$ cat src/rtl/uart_periph_pkg.sv
// Shared types and constants for the UART peripheral register-bus arbiter.
// Holds the arbiter FSM encoding, the register offsets and the default read timeout.
package uart_periph_pkg;

  typedef enum logic [1:0] {
    S_IDLE  = 2'd0,
    S_ISSUE = 2'd1,
    S_WAIT  = 2'd2,
    S_RESP  = 2'd3
  } arb_state_t;

  localparam logic [31:0] REG_CR  = 32'h0000_0000;
  localparam logic [31:0] REG_ST  = 32'h0000_1000;
  localparam logic [31:0] REG_TNC = 32'h0000_1004;
  localparam logic [31:0] REG_TFC = 32'h0000_1008;
  localparam logic [31:0] REG_TPC = 32'h0000_100C;

  localparam int DEFAULT_TIMEOUT_CYC = 15;

endpackage

$ cat src/rtl/rr_arb_pick.sv
// Round-robin priority picker: one-hot grant to the first asserted request
// found when searching upward from ptr, wrapping at NUM_REQ.
module rr_arb_pick #(
  parameter int NUM_REQ = 4,
  parameter int IDX_W   = 2
) (
  input  logic [NUM_REQ-1:0] req,
  input  logic [IDX_W-1:0]   ptr,
  output logic [NUM_REQ-1:0] grant
);

  int   raw_s;
  int   idx_s;
  logic found_s;
  logic hit_s;

  // Walk the requesters in rotated order and keep only the first hit.
  always_comb begin
    grant   = '0;
    found_s = 1'b0;
    raw_s   = 0;
    idx_s   = 0;
    hit_s   = 1'b0;
    for (int k = 0; k < NUM_REQ; k++) begin
      raw_s   = int'(ptr) + k;
      idx_s   = (raw_s >= NUM_REQ) ? (raw_s - NUM_REQ) : raw_s;
      hit_s   = !found_s && req[idx_s[IDX_W-1:0]];
      grant[idx_s[IDX_W-1:0]] = grant[idx_s[IDX_W-1:0]] | hit_s;
      found_s = found_s | hit_s;
    end
  end

endmodule

$ cat src/rtl/uart_periph_arbiter.sv
// Arbitrates NUM_REQ command ports onto a single register-block bus with one
// transaction in flight, round-robin fairness and a read-response timeout.
module uart_periph_arbiter
  import uart_periph_pkg::*;
#(
  parameter int NUM_REQ     = 4,
  parameter int TIMEOUT_CYC = DEFAULT_TIMEOUT_CYC
) (
  input  logic                  clk_125,
  input  logic                  rst_n_125,
  input  logic [NUM_REQ-1:0]    req_valid,
  input  logic [NUM_REQ-1:0]    req_write,
  input  logic [NUM_REQ*32-1:0] req_addr,
  input  logic [NUM_REQ*32-1:0] req_wdata,
  output logic [NUM_REQ-1:0]    req_ready,
  output logic [NUM_REQ-1:0]    rsp_valid,
  output logic [31:0]           rsp_rdata,
  output logic                  rsp_err,
  output logic [31:0]           periph_addr,
  output logic [31:0]           periph_wdata,
  output logic                  periph_read_en,
  output logic                  periph_write_en,
  input  logic [31:0]           periph_rdata,
  input  logic                  periph_rdata_en
);

  localparam int               IDX_W    = $clog2(NUM_REQ);
  localparam logic [7:0]       CNT_LAST = 8'(TIMEOUT_CYC - 1);
  localparam logic [IDX_W-1:0] IDX_LAST = IDX_W'(NUM_REQ - 1);

  arb_state_t         state_r, state_nxt_s;
  logic [IDX_W-1:0]   rr_ptr_r, rr_ptr_nxt_s;
  logic [IDX_W-1:0]   winner_r, winner_nxt_s;
  logic [7:0]         cnt_r, cnt_nxt_s;
  logic               write_r, write_nxt_s;
  logic [31:0]        addr_r, addr_nxt_s;
  logic [31:0]        wdata_r, wdata_nxt_s;
  logic               rd_en_r, rd_en_nxt_s;
  logic               wr_en_r, wr_en_nxt_s;
  logic [NUM_REQ-1:0] rsp_valid_r, rsp_valid_nxt_s;
  logic [31:0]        rdata_r, rdata_nxt_s;
  logic               err_r, err_nxt_s;

  logic [NUM_REQ-1:0] grant_s;
  logic [NUM_REQ-1:0] win_onehot_s;
  logic [IDX_W-1:0]   win_idx_s;
  logic [31:0]        sel_addr_s;
  logic [31:0]        sel_wdata_s;
  logic               sel_write_s;

  rr_arb_pick #(
    .NUM_REQ (NUM_REQ),
    .IDX_W   (IDX_W)
  ) u_pick (
    .req   (req_valid),
    .ptr   (rr_ptr_r),
    .grant (grant_s)
  );

  assign req_ready    = (state_r == S_IDLE) ? grant_s : '0;
  assign win_onehot_s = {{(NUM_REQ-1){1'b0}}, 1'b1} << winner_r;

  assign rsp_valid       = rsp_valid_r;
  assign rsp_rdata       = rdata_r;
  assign rsp_err         = err_r;
  assign periph_addr     = addr_r;
  assign periph_wdata    = wdata_r;
  assign periph_read_en  = rd_en_r;
  assign periph_write_en = wr_en_r;

  // Mux the winning requester's command fields out of the packed buses.
  always_comb begin
    win_idx_s   = '0;
    sel_addr_s  = 32'h0000_0000;
    sel_wdata_s = 32'h0000_0000;
    sel_write_s = 1'b0;
    for (int i = 0; i < NUM_REQ; i++) begin
      win_idx_s   = grant_s[i] ? IDX_W'(i)             : win_idx_s;
      sel_addr_s  = grant_s[i] ? req_addr[32*i +: 32]  : sel_addr_s;
      sel_wdata_s = grant_s[i] ? req_wdata[32*i +: 32] : sel_wdata_s;
      sel_write_s = grant_s[i] ? req_write[i]          : sel_write_s;
    end
  end

  // Next-state and next-output logic for the single-outstanding bus FSM.
  always_comb begin
    state_nxt_s     = state_r;
    rr_ptr_nxt_s    = rr_ptr_r;
    winner_nxt_s    = winner_r;
    cnt_nxt_s       = cnt_r;
    write_nxt_s     = write_r;
    addr_nxt_s      = addr_r;
    wdata_nxt_s     = wdata_r;
    rd_en_nxt_s     = 1'b0;
    wr_en_nxt_s     = 1'b0;
    rsp_valid_nxt_s = '0;
    rdata_nxt_s     = rdata_r;
    err_nxt_s       = err_r;
    case (state_r)
      S_IDLE: begin
        if (|grant_s) begin
          addr_nxt_s   = sel_addr_s;
          wdata_nxt_s  = sel_wdata_s;
          write_nxt_s  = sel_write_s;
          winner_nxt_s = win_idx_s;
          rd_en_nxt_s  = !sel_write_s;
          wr_en_nxt_s  = sel_write_s;
          rr_ptr_nxt_s = (win_idx_s == IDX_LAST) ? '0 : (win_idx_s + IDX_W'(1));
          state_nxt_s  = S_ISSUE;
        end else begin
          state_nxt_s  = S_IDLE;
        end
      end
      S_ISSUE: begin
        cnt_nxt_s = 8'd0;
        if (write_r) begin
          rsp_valid_nxt_s = win_onehot_s;
          rdata_nxt_s     = 32'h0000_0000;
          err_nxt_s       = 1'b0;
          state_nxt_s     = S_RESP;
        end else begin
          state_nxt_s     = S_WAIT;
        end
      end
      S_WAIT: begin
        // Data arriving in the final wait cycle still beats the timeout.
        if (periph_rdata_en) begin
          rsp_valid_nxt_s = win_onehot_s;
          rdata_nxt_s     = periph_rdata;
          err_nxt_s       = 1'b0;
          state_nxt_s     = S_RESP;
        end else if (cnt_r == CNT_LAST) begin
          rsp_valid_nxt_s = win_onehot_s;
          rdata_nxt_s     = 32'h0000_0000;
          err_nxt_s       = 1'b1;
          state_nxt_s     = S_RESP;
        end else begin
          cnt_nxt_s       = cnt_r + 8'd1;
        end
      end
      S_RESP: begin
        state_nxt_s = S_IDLE;
      end
      default: begin
        state_nxt_s = S_IDLE;
      end
    endcase
  end

  // State and output registers.
  always_ff @(posedge clk_125 or negedge rst_n_125) begin
    if (!rst_n_125) begin
      state_r     <= S_IDLE;
      rr_ptr_r    <= '0;
      winner_r    <= '0;
      cnt_r       <= 8'd0;
      write_r     <= 1'b0;
      addr_r      <= 32'h0000_0000;
      wdata_r     <= 32'h0000_0000;
      rd_en_r     <= 1'b0;
      wr_en_r     <= 1'b0;
      rsp_valid_r <= '0;
      rdata_r     <= 32'h0000_0000;
      err_r       <= 1'b0;
    end else begin
      state_r     <= state_nxt_s;
      rr_ptr_r    <= rr_ptr_nxt_s;
      winner_r    <= winner_nxt_s;
      cnt_r       <= cnt_nxt_s;
      write_r     <= write_nxt_s;
      addr_r      <= addr_nxt_s;
      wdata_r     <= wdata_nxt_s;
      rd_en_r     <= rd_en_nxt_s;
      wr_en_r     <= wr_en_nxt_s;
      rsp_valid_r <= rsp_valid_nxt_s;
      rdata_r     <= rdata_nxt_s;
      err_r       <= err_nxt_s;
    end
  end

endmodule

$ cat config.mk
export PLATFORM = sky130hd
export DESIGN_NAME = uart_periph_arbiter
export DESIGN_NICKNAME = d
export VERILOG_FILES = /design/src/rtl/uart_periph_pkg.sv /design/src/rtl/rr_arb_pick.sv /design/src/rtl/uart_periph_arbiter.sv
export SDC_FILE = /design/constraint.sdc
export NUM_CORES = 1
export LEC_CHECK = 0
export BUFFER_PORTS_ARGS = -buffer_cell sky130_fd_sc_hd__buf_2
export CAP_MARGIN = 5
export CORE_AREA = 2 2 156 158
export CTS_CLUSTER_DIAMETER = 120
export DETAILED_ROUTE_END_ITERATION = 10
export DIE_AREA = 0 0 158 160
export GPL_TIMING_DRIVEN = 0
export HOLD_SLACK_MARGIN = 0.06
export REMOVE_ABC_BUFFERS = 1
export SYNTH_ARGS = -nofsm -noshare
export SYNTH_HDL_FRONTEND = slang
export SYNTH_SLANG_ARGS = --single-unit
$ cat constraint.sdc
create_clock -name clk_125 -period 7.7 [get_ports clk_125]
set_clock_uncertainty 0.05 [all_clocks]
set_input_delay 1.54 -clock clk_125 [delete_from_list [all_inputs] [get_ports clk_125]]
set_output_delay 1.54 -clock clk_125 [all_outputs]
set_load 0.01 [all_outputs]
==> out/metrics.csv, run 1 <==
stage;metric;value;unit
routing;iteration-0 DRC count of the detailed router;412;
final_layout;share of cells above drive strength 1;41.15;%
hold_path;Tightest Hold Check Type;flop to flop;
die;Chip Height;160;um
die;Starting Density;29.15;%
clock_network;Clock Sinks;118;
power;peak supply drop;0.4067;mV
final_layout;Inserted Diodes;0;
place;DP HPWL;18960;um
sta;fin. max-slew vios;0;
critical_path;Critical Path Sink;req_ready[3];
synth;Post-Syn Instances;787;
place;IO buf count;405;
die;Core Rows;57;
routing;Vias/cell;4.985;
job;Max Cap Viol;0;
place;dpl cells;1461;
critical_path;Register-to-Register Path Depth;13;
clock_network;CTS tree;built;
synth;YS warnings;0;
grt;GRT met1 Usage;24.13;%
routing;routed len/inst;16.75;um
grt;total gr overflow;0;
synth;Mapped Area;0.006943;mm2
power;Pwr Density;631.5;mW/mm2
sta;fin crit period;6.228;ns
sta;Worst-Margin Slew;1.220;ns
synth;Post-synth EDFFs;0;
critical_path;R2R Path Start;rr_ptr_r[0]$_DFFE_PN0P_;
sta;fmax;0.1606;GHz
synth;Adder-Cell Fraction of Synth Area;1.622;%
clock_network;Reg clk slew, reported paths;0.07;ns
final_layout;fin cells;1493;
clock_network;post-cts gate resize count;0;
critical_path;CP startpoint;rr_ptr_r[0]$_DFFE_PN0P_;
routing;Post-DRT Antenna Nets;0;
synth;Synth Area in XOR/XNOR;0.7569;%
grt;gr busiest metal;met2;
synth;Synth Area in Compound Gates;31.07;%
hold_path;Hold Crit Start;winner_r[0]$_DFFE_PN0P_;
critical_path;Worst R2R End;periph_wdata[6]$_DFFE_PN0P_;
final_layout;fill count;2472;
clock_network;H-tree depth;4;
synth;share of the synthesized area in the top cell type;42.53;%
critical_path;CP Max Fanout;18;
place;gpl congestion;0.7925;
critical_path;CP endpoint kind;output port;
critical_path;WP data arrival;4.64;ns
clock_network;Post-CTS Hold Buffers;0;
grt;largest net degree at the start of global routing;72;
synth;largest family of logic cells by synthesized area;compound AO/OA/AOI/OAI gates;
routing;WL final;25000;um
routing;drt first pass iters;5;
clock_network;clk buf depth;2;
die;Horiz. Die Dim;158;um
sta;fin worst setup slack;1.472;ns
sta;Hold Violations, Final;0;
run_status;status;complete, no violations;
grt;M2 GR Usage;33.68;%
synth;post-synthesis sequential element count;118;
grt;initial antenna violation count;0;
final_layout;Final nets;1464;
grt;Total Routing Usage GR;19.36;%
power;overall power;6295;uW
synth;largest cells by area after synthesis;dfrtp_1, nand2_1, a221oi_1;
sta;Worst slew margin;18.66;%
synth;Yosys top cell by area;dfrtp_1;
hold_path;hold depth;1;
critical_path;worst reg-to-reg setup slack;2.48;ns
die;Top Ports;406;
critical_path;CP max-delay cell;dfrtp_1;
clock_network;total CTS buffers;17;
synth;count of cell types in the netlist;60;
critical_path;classification of the worst setup path;flop to output port;
die;Core ar.;0.02382;mm2
sta;crit share post-route;80.89;%
synth;Top FF cell, synth;dfrtp_1;
grt;met3 GRT Util;4.315;%
critical_path;Setup crit start kind;flop;
critical_path;stages on the worst setup path;10;
power;P_leak;0.005289;uW
clock_network;Root Driver;clkbuf_16;
place;DP Worst Slack;1.738;ns
synth;Simple-Gate Fraction of Synth Area;16.49;%
critical_path;critical path required time;6.11;ns
clock_network;Post-CTS Repair Setup Buffers;0;
critical_path;Slowest Stage Delay on Critical Path;0.70;ns
critical_path;family with the most delay on the worst path;compound AO/OA/AOI/OAI gates;
synth;post-synthesis sequential area ratio;42.53;%
clock_network;Worst-Skew Late Latency;0.41;ns
grt;number of global-route vias before repair;7240;
critical_path;worst path bufs/invs;3;
sta;unrepaired setup endpoints after global routing;false;
grt;first-pass GRT wire length;38850;um
synth;Synth async-reset ratio;100.0;%
synth;syn_area_per_cell;8.822;um2
routing;detailed-route via count;7443;
critical_path;CP Cell Sequence;inv_1 -> ha_1 -> mux4_2 -> o32a_1 -> o21ai_2 -> a22oi_4 -> o31ai_4 -> buf_16 -> and2_1 -> buf_2;
die;Die ar.;0.02528;mm2
synth;multiplexer share of the synthesized area;1.982;%
routing;DRC viols;0;
sta;# setup viols final;0;
final_layout;Synth-to-Final Area Change;43.58;%
[power breakdown]
| part | internal [uW] | leakage (uW) | total (uW) | switching (uW) |
|---|---|---|---|---|
| sequential | 916 | 0.00153 | 1080 | 162 |
| combinational | 1800 | 0.00348 | 4410 | 2610 |
| clock | 485 | 0.000283 | 809 | 324 |
[cells by family after synthesis]
| kind of cell | Yosys count |
|---|---|
| xor+xnor | 6 |
| mux | 8 |
| flops | 118 |
| simple gates | 252 |
| fa+ha+maj | 9 |
| buf+inv | 82 |
| compound gates | 312 |
[sequential cells by signal, summed over array words and instances (netlist names)]
register / flops
cnt_r: 8
periph_addr: 32
periph_read_en: 1
periph_wdata: 32
periph_write_en: 1
rr_ptr_r: 2
rsp_err: 1
rsp_rdata: 32
rsp_valid: 4
state_r: 2
winner_r: 2
write_r: 1
[final cells by class]
cell class,instances,area (um2),share of cell area (%)
multi-input cells,587,3656,36.68
flip-flops and latches,118,2953,29.62
repair buffers,420,2315,23.22
clock buffers,17,425.4,4.268
well taps,324,405.4,4.067
clock inverters,15,168.9,1.694
inverters,12,45.04,0.4519
[placed cells by master (no fill, tap or decap), types with 4 or more instances in the layout]
master	n
nor3_1	6
o21ai_0	79
a21o_1	67
buf_12	6
nor2_1	25
a221oi_2	6
a221oi_1	60
buf_2	404
inv_1	12
nor3b_1	4
dfrtp_1	118
and2_1	6
mux4_2	4
nor2b_1	8
nand3_1	40
nand2b_1	8
inv_6	5
ha_1	9
buf_6	4
nand2_1	144
clkbuf_16	17
a21oi_1	10
o21ai_1	60
[per-stage QoR]
step / setup TNS, ns / utilization (%) / hold WS [ns] / cell area (um2)
final: 0 / 41.85 / 0.3977 / 9968
after global routing: 0 / 41.85 / 0.4209 / 9968
after CTS: 0 / 41.85 / 0.3974 / 9968
after detailed placement: 0 / 39.35 / 0.3896 / 9374
after global placement: -48.06 / 37.93 / 0.3878 / 9035
after floorplan: 0 / - / 0.3749 / 6603
[synthesized netlist by cell type, types with 8 or more instances]
library cell,instances
ha_1,9
buf_2,20
dfrtp_1,118
clkbuf_1,40
nand2b_1,8
nor2b_1,8
nand3_1,40
o21ai_1,60
inv_1,12
a21oi_1,11
nor2_1,25
nand2_1,144
o21ai_0,79
a21o_1,67
a221oi_1,60
[per-layer routing]
layer,vias to the layer above,share of wire (%)
met5,-,0
met3,20,7.1
li1,3614,-
met4,0,1.1
met2,300,50
met1,3509,41
[worst min-delay path by stage]
stage                                   endpoint  slack (ns)
after global placement    rsp_valid[2]$_DFF_PN0_        0.39
after CTS                 rsp_valid[2]$_DFF_PN0_        0.40
final                     rsp_valid[2]$_DFF_PN0_        0.40
after global routing      rsp_valid[0]$_DFF_PN0_        0.42
after floorplan           rsp_valid[2]$_DFF_PN0_        0.37
after detailed placement  rsp_valid[2]$_DFF_PN0_        0.39
No activity file was read; power rests on OpenSTA's default activity.
==> inputs of run 2 (changes only) <==
==> constraint.sdc (replaced) <==
create_clock -name clk_125 -period 5.2 [get_ports clk_125]
set_clock_uncertainty 0.05 [all_clocks]
set_input_delay 1.04 -clock clk_125 [delete_from_list [all_inputs] [get_ports clk_125]]
set_output_delay 1.04 -clock clk_125 [all_outputs]
set_load 0.01 [all_outputs]
==> run 2 against run 1 <==
  * Critical path depth is the same
  * Clock power increased by 48%
  * Sequential power increased by 46%
  * Register-to-register slack worse by 1.8 ns
  * Final area up 0.56%
  * First-iteration DRC count down 10%
  * Sequential cell count stayed put
  * Routed wire length grew 0.10%
  * Via count down 0.15%
  * Die area did not move
  * Global-route usage barely moved
  * Core utilization increased by 0.24 points
  * Critical path type unchanged
  * Critical endpoint unchanged
  * Highest routed layer unchanged
==> out/metrics.csv, run 2 (synthesis gave the netlist of run 1 again) <==
stage;metric;value;unit;change
clock_network;Clock Sinks;118;;unchanged
place;IO buf count;405;;unchanged
sta;# setup viols final;0;;unchanged
sta;fin crit period;4.847;ns;
hold_path;Hold Crit Start;winner_r[0]$_DFFE_PN0P_;;
critical_path;CP endpoint kind;output port;;
routing;routed len/inst;16.70;um;-0.30%
die;Core Rows;57;;unchanged
grt;initial antenna violation count;0;;unchanged
critical_path;R2R Path Start;rr_ptr_r[1]$_DFFE_PN0P_;;
sta;unrepaired setup endpoints after global routing;false;;
sta;setup tns final;0;ns;unchanged
routing;iteration-0 DRC count of the detailed router;371;;-10%
routing;drt first pass iters;4;;-1
grt;first-pass GRT wire length;38870;um;about the same
grt;total gr overflow;0;;unchanged
place;DP Worst Slack;-0.1222;ns;-1.860 ns
clock_network;clk buf depth;2;;unchanged
grt;largest net degree at the start of global routing;72;;unchanged
routing;DRC viols;0;;unchanged
final_layout;Synth-to-Final Area Change;44.39;%;
final_layout;share of cells above drive strength 1;41.96;%;+0.81 points
sta;fin. max-slew vios;0;;unchanged
die;Horiz. Die Dim;158;um;unchanged
final_layout;most common cell after layout, fill and taps aside;buf_2;;
run_status;status;complete, no violations;;
sta;fin worst setup slack;0.3534;ns;-1.118 ns
die;Chip Height;160;um;unchanged
place;DP HPWL;18960;um;unchanged
clock_network;Reg clk slew, reported paths;0.07;ns;about the same
critical_path;critical path required time;4.11;ns;-2.00 ns
sta;Worst slew margin;19.02;%;+0.36 points
clock_network;Root Driver;clkbuf_16;;
clock_network;Worst-Skew Late Latency;0.41;ns;about the same
routing;detailed-route via count;7432;;-0.15%
power;Pwr Density;937.3;mW/mm2;+48%
clock_network;total CTS buffers;17;;unchanged
clock_network;H-tree depth;4;;unchanged
grt;number of global-route vias before repair;7255;;+0.21%
sta;Hold Violations, Final;0;;unchanged
critical_path;Register-to-Register Path Depth;13;;unchanged
critical_path;Worst R2R End;periph_wdata[6]$_DFFE_PN0P_;;
critical_path;WP data arrival;3.76;ns;-0.88 ns
critical_path;classification of the worst setup path;flop to output port;;
routing;Post-DRT Antenna Nets;0;;unchanged
power;overall power;9396;uW;+49%
final_layout;Final nets;1470;;+0.41%
die;Top Ports;406;;unchanged
sta;crit share post-route;93.20;%;
final_layout;Inserted Diodes;0;;unchanged
sta;Worst-Margin Slew;1.215;ns;-0.005333 ns
hold_path;hold depth;1;;unchanged
hold_path;Tightest Hold Check Type;flop to flop;;
critical_path;Setup crit start kind;flop;;
die;Core ar.;0.02382;mm2;unchanged
die;Die ar.;0.02528;mm2;unchanged
hold_path;hold worst-path end;rsp_valid[2]$_DFF_PN0_;;
sta;fmax;0.2063;GHz;
job;Max Cap Viol;0;;unchanged
final_layout;most frequent cells in the layout;buf_2, nand2_1, dfrtp_1;;
power;peak supply drop;0.6012;mV;+48%
final_layout;Final Core Density;42.08;%;+0.24 points
clock_network;CTS tree;built;;
routing;Vias/cell;4.958;;-0.55%
routing;WL final;25030;um;+0.10%
grt;Total Routing Usage GR;19.38;%;+0.023 points
clock_network;Post-CTS Hold Buffers;0;;unchanged
place;gpl congestion;0.7925;;unchanged
critical_path;worst reg-to-reg setup slack;0.65;ns;-1.83 ns
power;P_leak;0.005313;uW;+0.45%
critical_path;CP Max Fanout;17;;-1
die;Starting Density;29.15;%;unchanged
-- run 2: cell count changes in the layout (fill, tap and decap cells not counted) --
cell | before | now
buf_4 | 0 | 6
ha_1 | 9 | 6
ha_2 | 0 | 3
dfrtp_1 | 118 | 116
dfrtp_2 | 0 | 2
o32a_1 | 1 | 0
o32a_2 | 0 | 1
-- run 2: worst max-delay path, cell delays in order, from the launching register on --
cell and delay, ns:
dfrtp_2 0.50, inv_1 0.14, ha_2 0.43, mux4_2 0.55, o32a_2 0.51, o21ai_2 0.24, a22oi_4 0.17, o31ai_4 0.35
buf_16 0.19, and2_1 0.13, buf_2 0.12
-- run 2: worst max path at each step --
stage,start,endpoint
after floorplan,rr_ptr_r[0]$_DFFE_PN0P_,req_ready[2]
after global placement,rr_ptr_r[0]$_DFFE_PN0P_,req_ready[2]
after detailed placement,rr_ptr_r[0]$_DFFE_PN0P_,req_ready[3]
after CTS,rr_ptr_r[0]$_DFFE_PN0P_,req_ready[3]
after global routing,rr_ptr_r[1]$_DFFE_PN0P_,req_ready[3]
final,rr_ptr_r[1]$_DFFE_PN0P_,req_ready[3]
-- run 2: where the power goes --
part	internal, uW	leakage, uW	switching [uW]
clock	718	0.000283	480
combinational	2710	0.00350	3900
sequential	1360	0.00153	223
total	4790	0.00531	4610
-- run 2: timing repair --
item,in CTS,in global routing
endpoints found under the setup margin,41,3
pin swaps,2,0
cloned,0,0
buffers inserted,2,4
gates resized for setup,3,3
endpoints found under the hold margin,0,0
-- run 2: cell type report --
type                    count  area [um2]
inverters                  12       45.04
flip-flops and latches    118        2955
multi-input cells         587        3665
clock buffers              17       425.4
repair buffers            426        2360
well taps                 324       405.4
fillers                  2465       13800
clock inverters            15       168.9
-- run 2: metal layers --
metal	vias to the layer above	routed length, um	global-route usage (%)
met5	-	0	0
li1	3621	-	-
met1	3482	10410	24.12
met2	308	12600	33.75
met4	0	293	4.996
met3	21	1734	4.315
-- run 2: stage by stage --
step | instance area, um2 | std cells | hold slack, ns
4_1_cts | 9988 | 1495 | 0.3974
3_5_place_dp | 9374 | 1461 | 0.3896
6_report | 10020 | 1499 | 0.3975
3_3_place_gp | 9035 | 1446 | 0.3878
5_1_grt | 10020 | 1499 | 0.4209
2_1_floorplan | 6603 | 717 | 0.3749
==> inputs of run 3 (changes only) <==
--- a/config.mk
+++ b/config.mk
@@ -6,13 +6,13 @@
 export NUM_CORES = 1
 export LEC_CHECK = 0
 export BUFFER_PORTS_ARGS = -buffer_cell sky130_fd_sc_hd__buf_2
-export CAP_MARGIN = 5
 export CORE_AREA = 2 2 156 158
 export CTS_CLUSTER_DIAMETER = 120
 export DETAILED_ROUTE_END_ITERATION = 10
 export DIE_AREA = 0 0 158 160
 export GPL_TIMING_DRIVEN = 0
 export HOLD_SLACK_MARGIN = 0.06
+export MAX_ROUTING_LAYER = met4
 export REMOVE_ABC_BUFFERS = 1
 export SYNTH_ARGS = -nofsm -noshare
 export SYNTH_HDL_FRONTEND = slang
==> constraint.sdc (replaced) <==
create_clock -name clk_125 -period 5.2 [get_ports clk_125]
set_clock_uncertainty 0.05 [all_clocks]
set_input_delay 1.3 -clock clk_125 [delete_from_list [all_inputs] [get_ports clk_125]]
set_output_delay 1.3 -clock clk_125 [all_outputs]
set_load 0.01 [all_outputs]
==> run 3 against run 2 <==
  * Sequential power barely moved
  * Largest power group unchanged
  * Core utilization rose by 0.30 points
  * Register-to-register slack got worse by 0.04 ns
  * Power rose by 1.1%
  * Fmax fell by 4.2%
  * First-iteration DRC count rose by 9.2%
  * Final area rose by 0.72%
  * Non-clock buffer count rose by 4
==> out/metrics.csv, run 3 (synthesis gave the netlist of run 1 again) <==
stage;metric;value;unit;change
sta;fin crit period;5.061;ns;+0.2143 ns
power;overall power;9504;uW;+1.1%
job;Max Cap Viol;0;;unchanged
die;Die ar.;0.02528;mm2;unchanged
routing;drt first pass iters;5;;+1
die;Core Rows;57;;unchanged
grt;first-pass GRT wire length;38850;um;about the same
grt;largest net degree at the start of global routing;72;;unchanged
die;Starting Density;29.15;%;unchanged
routing;met2 wire len;12770;um;+1.4%
routing;WL final;25360;um;+1.3%
final_layout;Inserted Diodes;0;;unchanged
routing;uppermost routed layer;met4;;
critical_path;classification of the worst setup path;input port to output port;;
sta;worst hold margin;0.3987;ns;+0.001176 ns
clock_network;Post-CTS Hold Buffers;0;;unchanged
power;Pwr Density;941.2;mW/mm2;+0.42%
grt;Total Routing Usage GR;19.97;%;+0.59 points
place;gpl congestion;0.8060;;+1.7%
place;DP HPWL;18960;um;unchanged
critical_path;WP data arrival;3.71;ns;-0.05 ns
clock_network;Root Driver;clkbuf_16;;
run_status;status;complete, no violations;;
die;Horiz. Die Dim;158;um;unchanged
sta;Worst slew margin;18.11;%;-0.91 points
final_layout;Final nets;1474;;+0.27%
critical_path;CP endpoint kind;output port;;
final_layout;Synth-to-Final Area Change;45.43;%;
power;peak supply drop;0.6040;mV;+0.47%
place;dpl cells;1461;;unchanged
place;IO buf count;405;;unchanged
critical_path;CP Max Fanout;17;;unchanged
grt;number of global-route vias before repair;7262;;+0.096%
clock_network;total CTS buffers;17;;unchanged
routing;DRC viols;0;;unchanged
final_layout;fill count;2456;;-0.37%
clock_network;Worst-Skew Late Latency;0.41;ns;about the same
sta;fin. max-slew vios;0;;unchanged
routing;Post-DRT Antenna Nets;0;;unchanged
hold_path;Tightest Hold Check Type;flop to flop;;
clock_network;CTS tree;built;;
die;Core ar.;0.02382;mm2;unchanged
final_layout;share of cells above drive strength 1;42.41;%;+0.45 points
final_layout;Final Core Density;42.39;%;+0.30 points
routing;met1 WL;10610;um;+2.0%
routing;iteration-0 DRC count of the detailed router;405;;+9.2%
final_layout;fin cells;1503;;+0.27%
routing;Vias/cell;4.998;;+0.81%
grt;total gr overflow;0;;unchanged
die;Chip Height;160;um;unchanged
routing;routed len/inst;16.87;um;+1.0%
clock_network;clk buf depth;2;;unchanged
clock_network;Reg clk slew, reported paths;0.06;ns;about the same
power;P_leak;0.005334;uW;+0.40%
routing;detailed-route via count;7512;;+1.1%
final_layout;most frequent cells in the layout;buf_2, nand2_1, dfrtp_1;;
final_layout;Reg area;0.002955;mm2;unchanged
critical_path;critical path required time;3.85;ns;-0.26 ns
sta;fmax;0.1976;GHz;-4.2%
final_layout;most common cell after layout, fill and taps aside;buf_2;;
clock_network;Clock Sinks;118;;unchanged
clock_network;H-tree depth;4;;unchanged
final_layout;area occupied by multi-input gates;0.003704;mm2;+1.1%
sta;crit share post-route;97.33;%;+4.1 points
grt;initial antenna violation count;0;;unchanged
sta;Hold Violations, Final;0;;unchanged
sta;# setup viols final;0;;unchanged
die;Top Ports;406;;unchanged
sta;Worst-Margin Slew;1.228;ns;+0.01361 ns
routing;met3 wire length;1648;um;-5.0%
critical_path;Setup crit start kind;input port;;
## run 3: cell count changes in the layout (fill, tap and decap cells not counted)
cell / before / now
ha_4: 0 / 3
ha_2: 3 / 1
a221oi_2: 6 / 7
ha_1: 6 / 5
clkinvlp_4: 3 / 4
buf_4: 6 / 10
inv_1: 12 / 11
a221oi_1: 60 / 59
## run 3: final cells by class
cell class	count	area share, %
inverters	12	0.4833
well taps	324	4.015
multi-input cells	587	36.68
clock inverters	15	1.673
flip-flops and latches	118	29.27
repair buffers	430	23.67
clock buffers	17	4.213
## run 3: what timing repair did
action | 4_1_cts | 5_1_grt
setup buffers | 4 | 6
resized for setup | 5 | 7
endpoints found under the setup margin | 41 | 4
pin swaps | 2 | 2
## run 3: power breakdown
| group | switching [uW] | leakage [uW] | internal (uW) |
|---|---|---|---|
| combinational | 3950 | 0.00352 | 2770 |
| sequential | 223 | 0.00153 | 1360 |
| clock | 480 | 0.000283 | 718 |
| total | 4660 | 0.00533 | 4850 |
## run 3: through the flow
step           setup WS, ns    TNS, ns  instance area, um2
4_1_cts             0.02946          0               10010
3_5_place_dp        -0.3822    -0.9689                9374
2_1_floorplan        -1.575     -39.24                6603
5_1_grt           -0.004623  -0.004623               10100
3_3_place_gp         -4.012    -220.31                9035
6_report             0.1391          0               10100
## run 3: critical path, stage by stage
cell and delay [ns]:
buf_2 0.15, mux4_2 0.52, mux2_4 0.36, a221oi_2 0.31, a21oi_1 0.15, a22oi_4 0.30
o31ai_4 0.14, buf_16 0.17, and2_1 0.16, buf_2 0.13
## run 3: worst paths after layout
path / startpoint / endpoint / slack (ns) / cells after the start
worst min register to register: winner_r[0]$_DFFE_PN0P_ / rsp_valid[2]$_DFF_PN0_ / 0.40 / 1
worst max-delay path: req_valid[0] / req_ready[3] / 0.14 / 10
min in group asynchronous: rst_n_125 / winner_r[1]$_DFFE_PN0P_ / 0.77 / 1
worst max register to register: rr_ptr_r[0]$_DFFE_PN0P_ / periph_wdata[6]$_DFFE_PN0P_ / 0.61 / 13
worst min-delay path: winner_r[0]$_DFFE_PN0P_ / rsp_valid[2]$_DFF_PN0_ / 0.40 / 1
max in group asynchronous: rst_n_125 / periph_addr[25]$_DFFE_PN0P_ / 3.58 / 2
## run 3: per-layer routing
metal	vias up	GRT usage, %
met5	-	-
met4	0	5.528
met3	24	3.881
met2	293	33.77
met1	3566	24.18
li1	3629	-
